File: src/rtl/gpio_in_cond.sv
// gpio_in_cond: per-pin input conditioning for GPIO pad read-back.
//   Each pin: SYNC_STAGES-deep metastability synchronizer -> debounce filter
//   with shared threshold -> rise/fall strobes -> sticky pending bit.
// Ports:
//   clk, reset_n            clock, async active-low reset
//   pad_in[N_PINS]          raw pad values (asynchronous to clk)
//   deb_cycles[DEB_W]       debounce threshold, 0 treated as 1
//   ie_rise/ie_fall[N_PINS] per-pin edge interrupt enables
//   irq_clear[N_PINS]       write-1-to-clear pulse for pending bits
//   in_val[N_PINS]          debounced pin value
//   irq_pending[N_PINS]     sticky pending bits
//   irq_o                   OR of pending bits, registered

// One pin's worth of conditioning; instantiated N_PINS times by the top.
module gpio_in_cond_pin #(
  parameter int SYNC_STAGES = 2,
  parameter int DEB_W       = 8
) (
  input  logic             clk,
  input  logic             reset_n,
  input  logic             pad,
  input  logic [DEB_W-1:0] deb_cycles,
  input  logic             ie_rise,
  input  logic             ie_fall,
  input  logic             irq_clear,
  output logic             in_val,
  output logic             pend,
  output logic             pend_nxt
);
  localparam logic [DEB_W-1:0] ONE     = {{(DEB_W-1){1'b0}}, 1'b1};
  localparam logic [DEB_W-1:0] CNT_MAX = '1;

  logic [SYNC_STAGES-1:0] sync_q, sync_d;
  logic [DEB_W-1:0]       cnt_q, cnt_d;
  logic [DEB_W-1:0]       deb_lim;
  logic                   val_q, val_d;
  logic                   val_dly_q, val_dly_d;
  logic                   pend_q, pend_d;
  logic                   s, rise, fall;

  assign s = sync_q[SYNC_STAGES-1];

  always_comb begin
    sync_d    = {sync_q[SYNC_STAGES-2:0], pad};
    // Deff-1 with Deff = max(deb_cycles,1); uses the live threshold so a
    // lowered value takes effect on the very next edge.
    deb_lim   = (deb_cycles == '0) ? '0 : deb_cycles - ONE;
    val_d     = val_q;
    cnt_d     = '0;
    if (s != val_q) begin
      if (cnt_q >= deb_lim) begin
        val_d = s;
        cnt_d = '0;
      end else begin
        cnt_d = (cnt_q == CNT_MAX) ? cnt_q : cnt_q + ONE;
      end
    end
    val_dly_d = val_q;
    rise      = val_q & ~val_dly_q;
    fall      = ~val_q & val_dly_q;
    // Set beats clear so an event arriving with a clear pulse is kept.
    pend_d    = (pend_q & ~irq_clear) | (rise & ie_rise) | (fall & ie_fall);
  end

  always_ff @(posedge clk or negedge reset_n) begin
    if (!reset_n) begin
      sync_q    <= '0;
      cnt_q     <= '0;
      val_q     <= 1'b0;
      val_dly_q <= 1'b0;
      pend_q    <= 1'b0;
    end else begin
      sync_q    <= sync_d;
      cnt_q     <= cnt_d;
      val_q     <= val_d;
      val_dly_q <= val_dly_d;
      pend_q    <= pend_d;
    end
  end

  assign in_val   = val_q;
  assign pend     = pend_q;
  assign pend_nxt = pend_d;
endmodule

module gpio_in_cond #(
  parameter int N_PINS      = 32,
  parameter int SYNC_STAGES = 2,
  parameter int DEB_W       = 8
) (
  input  logic              clk,
  input  logic              reset_n,
  input  logic [N_PINS-1:0] pad_in,
  input  logic [DEB_W-1:0]  deb_cycles,
  input  logic [N_PINS-1:0] ie_rise,
  input  logic [N_PINS-1:0] ie_fall,
  input  logic [N_PINS-1:0] irq_clear,
  output logic [N_PINS-1:0] in_val,
  output logic [N_PINS-1:0] irq_pending,
  output logic              irq_o
);
  logic [N_PINS-1:0] pend_nxt;
  logic              irq_q, irq_d;

  for (genvar i = 0; i < N_PINS; i++) begin : g_pin
    gpio_in_cond_pin #(.SYNC_STAGES(SYNC_STAGES), .DEB_W(DEB_W)) u_pin (
      .clk        (clk),
      .reset_n    (reset_n),
      .pad        (pad_in[i]),
      .deb_cycles (deb_cycles),
      .ie_rise    (ie_rise[i]),
      .ie_fall    (ie_fall[i]),
      .irq_clear  (irq_clear[i]),
      .in_val     (in_val[i]),
      .pend       (irq_pending[i]),
      .pend_nxt   (pend_nxt[i])
    );
  end

  // Registered copy of |irq_pending so the irq line is glitch-free;
  // it tracks the pending OR cycle for cycle.
  always_comb irq_d = |pend_nxt;

  always_ff @(posedge clk or negedge reset_n) begin
    if (!reset_n) irq_q <= 1'b0;
    else          irq_q <= irq_d;
  end

  assign irq_o = irq_q;
endmodule

File: config.mk
export PLATFORM = sky130hd
export DESIGN_NAME = gpio_in_cond
export DESIGN_NICKNAME = d
export VERILOG_FILES = /design/src/rtl/gpio_in_cond.sv
export SDC_FILE = /design/constraint.sdc
export NUM_CORES = 1
export LEC_CHECK = 0
export ABC_AREA = 1
export BUFFER_PORTS_ARGS = -buffer_cell sky130_fd_sc_hd__buf_2
export CAP_MARGIN = 20
export CORE_MARGIN = 2
export CORE_UTILIZATION = 32
export CTS_BUF_LIST = sky130_fd_sc_hd__clkbuf_4
export DETAILED_ROUTE_END_ITERATION = 8
export GPL_TIMING_DRIVEN = 0
export PLACE_DENSITY = 0.55
export SLEW_MARGIN = 20
export SYNTH_ARGS = -nofsm -noshare
export SYNTH_HDL_FRONTEND = slang
export SYNTH_SLANG_ARGS = --single-unit
File: constraint.sdc
create_clock -name clk -period 2.7 [get_ports clk]
set_input_delay 0.54 -clock clk [delete_from_list [all_inputs] [get_ports clk]]
set_output_delay 0.54 -clock clk [all_outputs]
set_load 0.05 [all_outputs]
### Yosys cells after proc, flatten, opt, wreduce, memory -nomap -nowiden

Cells that the tools add are included.
Widths: inputs -> output; s select.

* input port bits: 138
* output and inout port bits: 65
* register bits: 417

* muxes and demuxes: 97
* magnitude comparators: 32
* reductions and logical operators: 34
* add/sub/neg operators: 33
* bitwise gates (word level): 320
* eq/ne operators: 96

Operator list (number)
* $mux 8: 97
* $add 8x1->8 const B: 32
* $eq 8x8->1 const B: 32
* $ge 8x8->1: 32
* $and 1x1->1: 160
* $ne 3x3->1 const B: 32
* $not 1->1: 96
* $or 1x1->1: 64
* $reduce_and 2->1: 32
* $ne 1x1->1: 32
* $reduce_or 32->1: 1
* $logic_not 8->1: 1
* $sub 8x1->8 const B: 1

### Longest topological paths before layout

* word-level depth: 6
* gate-level depth with buffers: 18
* mapped depth without buffers: 18

### By module

From an unflattened synthesis, not the netlist that was laid out.

* cell total of the unflattened synthesis: 4403
* area, all modules: 32195.9 sq um

Modules (own cells, without submodules)
* gpio_in_cond_pin at g_pin[17].u_pin ...: seq. area each 325.3 sq um, cells an instance 138, instances 19, area an instance 1006.0 sq um
* gpio_in_cond_pin at g_pin[0].u_pin ...: seq. area each 325.3 sq um, cells an instance 133, instances 12, area an instance 991.0 sq um
* gpio_in_cond_pin at g_pin[7].u_pin: seq. area each 325.3 sq um, cells an instance 139, instances 1, area an instance 987.2 sq um
* gpio_in_cond: seq. area each 25.0 sq um, cells an instance 46, instances 1, area an instance 203.9 sq um

### Worst setup path before layout

Ideal clock, no wire load.

* path kind: input to register
* start point: input port deb_cycles[0]
* end point: register g_pin[4].u_pin.cnt_q[0]
* setup time: 0.065 ns
* stages: 16
* arrival time: 4.166 ns
* setup slack: -1.531 ns
* required time: 2.635 ns
* cells stage by stage: inv_1 -> ha_1 -> nand2_1 -> inv_1 -> nand2_1 -> inv_1 -> o21ai_0 -> ha_1 -> nand2_1 -> a21oi_1 -> nor2_1 -> nand2_1 -> a21oi_1 -> buf_4 -> nand3_1 -> nand2_1

* longest elaborated chain between the ends: 5
* elaborated cells on any way between the ends: 7
* those cells by class: 1 x add/sub; 1 x order compare; 1 x eq/ne; 3 x mux; 1 x reduce/logical

Ends and longest elaborated chain
* start, declared: line 94 `input logic [DEB_W-1:0] deb_cycles,`
* $sub 8x1->8 / $logic_not 8->1 (equally long branches): line 47 `deb_lim = (deb_cycles == '0) ? '0 : deb_cycles - ONE;`
* $mux 8 *: line 47
* $ge 8x8->1 *: line 51 `if (cnt_q >= deb_lim) begin`
* $mux 8: line 51
* $mux 8: line 50 `if (s != val_q) begin`
* end signal, assigned: line 74 `cnt_q <= cnt_d;`
* end, declared: line 34 `logic [DEB_W-1:0] cnt_q, cnt_d;`

Mark *: on every way between the ends. The rest lies on a longest branch, timed or not.
A chain may end at the register's enable or synchronous reset.

### Worst setup path after layout

* start point: input port deb_cycles[0]
* end point: register g_pin[2].u_pin.cnt_q[3]

* longest elaborated chain between the ends: 5
* elaborated cells on any way between the ends: 7
* those cells by class: 1 x add/sub; 1 x order compare; 1 x eq/ne; 3 x mux; 1 x reduce/logical

Ends and longest elaborated chain (line)
* $sub 8x1->8 / $logic_not 8->1 (equally long branches): 47
* $mux 8 *: 47
* $ge 8x8->1 *: 51
* $mux 8: 51
* $mux 8: 50
* end signal, assigned: 74
* end, declared: 34

Marked as above.

==> out/metrics.yaml <==
critPathMaxStageDelay_ns: 0.48
cp.arrival_ns: 3.34
slew_headroom: 0.493
placed_cell_area_mm2: 0.0289
coreArea_mm2: 0.0808
cts_max_path_buffers: 3
synth_fa_ha_area_frac: 0.138
timing.setup.tns_ns: 0
clkTransAtPathRegs_ns: 0.06
clk_latency_ns: 0.94
ys.flop_type: "dfrtp_1"
synthSimpleGateAreaFrac: 0.269
viasPerCell: 4.52
crit_top_cell: "nand2_1"
total_power_mw: 24.5
grt.overflow.total: 0
routed_wl_um: 64600
drt_iter0_markers: 1146
grtUsageTotal: 0.158
root_buffer: "clkbuf_4"
gp_congestion: 0.820
cts_buffers: 133
setup_viol: 0
fp.dieH_um: 290
dr_wl_met2_um: 28300
hold_path.class: "in -> reg"
wl_met3_um: 2800
ys_types: 33
synth_top_family_by_area: "simple AND/OR/NAND/NOR gates"
cp.required_ns: 3.52
drive_above_1_share: 0.140
grt_pass1_wl_um: 108000
whs_ns: 0.151
stdcell_count: 4959
fin_crit_ns: 2.53
postRouteAntennaNets: 0
final_util: 0.395
port_buffers: 202
synth_top_cell_by_area: "dfrtp_1"
max_freq_mhz: 396
final_nets: 4244
clock-sinks: 417
critPathKind: "in -> reg"
dp.cells: 4606
vdd_drop_max_mv: 0.655
initial_utilization: 0.324
vias: 22400
status: "complete, no violations"
die_area_mm2: 0.0842
yosysMostFrequentCell: "nand2_1"
avgRoutedWirePerCell_um: 13.0
worst_slew_pin_slew_ns: 0.757
die_width_um: 290
synth_xor_area_frac: 0.0446
synth_top_area_share: 0.398
dp.final_hpwl_um: 44000
drc: 0
cp_cell_sequence: "buf_2 -> inv_1 -> ha_1 -> nand2_1 -> inv_1 -> nand2_1 -> inv_1 -> a31oi_4 -> buf_16 -> buf_16 -> ha_1 -> nand2_1 -> nor2_1 -> nor2_1 -> nand2_1 -> a21oi_1 -> nand3_1 -> o21ai_0"
crit_path_end_kind: "register"
m1WireLength_um: 32000
grt_pass1_vias: 21800
finalCritPeriodShare: 0.935
place_ws_ns: -1.41
fin_ws_ns: 0.174
top_layer: "met4"
max_cap_violations: 0
cts_tree: "built"
synthMuxAreaShare: 0
rows: 104
grt_setup_unrepaired: "no"
p_leak_nw: 17.2
n_fill_cell: 8300
start_kind: "primary input"
power.density_mw_per_mm2: 767
syn_inst: 3333
ys_top_cells_by_count: "nand2_1 (801), inv_1 (481), dfrtp_1 (417)"
slowest_stage: "a31oi_4"
grt_max_degree: 93
path_max_fanout: 13
fin_worst_skew_ns: 0.0536
netlist_area_mm2: 0.0262
h-tree-depth: 4
hold_viol: 0
antenna_found_initial: 3
drv_slew: 0
seq_area_frac_synth: 0.398
final_area_mm2: 0.0319
syn_area_per_cell_um2: 7.86
synthArstFlopShare: 1.00
synthTopCellsByArea: "dfrtp_1 (40%), ha_1 (14%), nand2_1 (11%), inv_1 (6.9%), nor2_1 (5.7%)"
io_pins: 203
area_delta_synth_final_pct: 22.0
first_pass_iters: 5
syn-num-nets: 3760
synth_compound_area_frac: 0.0620
synth_seq_cells: 417
synth_edf_count: 0
synth_warnings: 0
## cell usage in the layout (no fill, tap or decap), types with 10 or more instances in the layout
cell type / Yosys / final
dlygate4sd3_1: 0 / 124
dfrtp_1: 417 / 417
buf_2: 0 / 201
nor2_1: 399 / 398
nor2_2: 9 / 10
nand4_1: 110 / 110
nand2_1: 801 / 796
clkinv_1: 0 / 18
clkbuf_4: 0 / 181
xnor2_1: 49 / 49
nand3_1: 264 / 263
a21oi_1: 124 / 123
ha_1: 289 / 289
o21bai_1: 17 / 17
xor2_1: 77 / 77
nor3_1: 16 / 16
buf_16: 0 / 10
o21ai_0: 146 / 145
nor3_2: 10 / 10
buf_4: 65 / 72
inv_1: 481 / 481
## critical path: cells and delay by family
family,cells,cell delay (ns)
compound gates,3,0.96
fa+ha+maj,2,0.45
simple gates,7,0.62
buf+inv,6,0.74
## final timing paths
| path | start | to | slack, ns | depth (start not counted) |
|---|---|---|---|---|
| max | deb_cycles[0] | g_pin[2].u_pin.cnt_q[3] | 0.17 | 18 |
| min | ie_rise[10] | g_pin[10].u_pin.pend | 0.15 | 5 |
| max reg2reg | g_pin[22].u_pin.in_val | g_pin[22].u_pin.pend | 0.21 | 7 |
| min reg2reg | g_pin[12].u_pin.sync_q[0] | g_pin[12].u_pin.sync_q[1] | 0.34 | 0 |
| max in group asynchronous | reset_n | g_pin[6].u_pin.cnt_q[3] | 1.10 | 4 |
| min in group asynchronous | reset_n | g_pin[29].u_pin.pend | 0.20 | 2 |
## kinds of logic (layout without fill, tap and decap cells)
family	after synthesis	after routing
simple gates	1644	1645
buf+inv	546	1110
fa+ha+maj	289	289
compound gates	307	307
xor+xnor	130	130
flops	417	417
other cells	0	1
## power breakdown
group	switching (mW)	internal, mW	leakage (nW)	total [mW]
Sequential	1.35	7.53	5.42	8.87
Combinational	5.76	3.55	10.9	9.32
Clock	2.93	3.38	0.949	6.31
Total	10.0	14.5	17.2	24.5
## registers in the layout, indices dropped and copies added, names as in the netlist
signal	cells
irq_o	1
g_pin.u_pin.pend	32
g_pin.u_pin.sync_q	64
g_pin.u_pin.val_dly_q	32
g_pin.u_pin.in_val	32
g_pin.u_pin.cnt_q	256
## repair_timing
| item | in CTS | in global routing |
|---|---|---|
| cloned | 1 | 0 |
| pin swaps | 1 | 0 |
| gates resized for setup | 3 | 2 |
| setup endpoints to repair | 237 | 4 |
| hold endpoints to repair | 141 | 0 |
| hold buffers | 124 | 0 |
| setup buffers | 3 | 8 |
## cell type report
| type | instances | area (µm²) | area share |
|---|---|---|---|
| Antenna cell | 1 | 2.50 | 0.0000783 |
| Clock buffer | 181 | 1360 | 0.0425 |
| Timing Repair Buffer | 348 | 2690 | 0.0842 |
| Sequential cell | 417 | 10400 | 0.327 |
| Clock inverter | 35 | 259 | 0.00811 |
| Inverter | 481 | 1810 | 0.0565 |
| Tap cell | 1060 | 1330 | 0.0415 |
| Buffer | 65 | 488 | 0.0153 |
| Multi-Input combinational cell | 2371 | 13600 | 0.425 |
## routing by layer
layer	up-vias	GRT usage
met5	-	0
met4	0	0.0541
met3	124	0.0352
met2	379	0.250
met1	10100	0.213
li1	11800	-
Power figures use the tool's default switching activity.
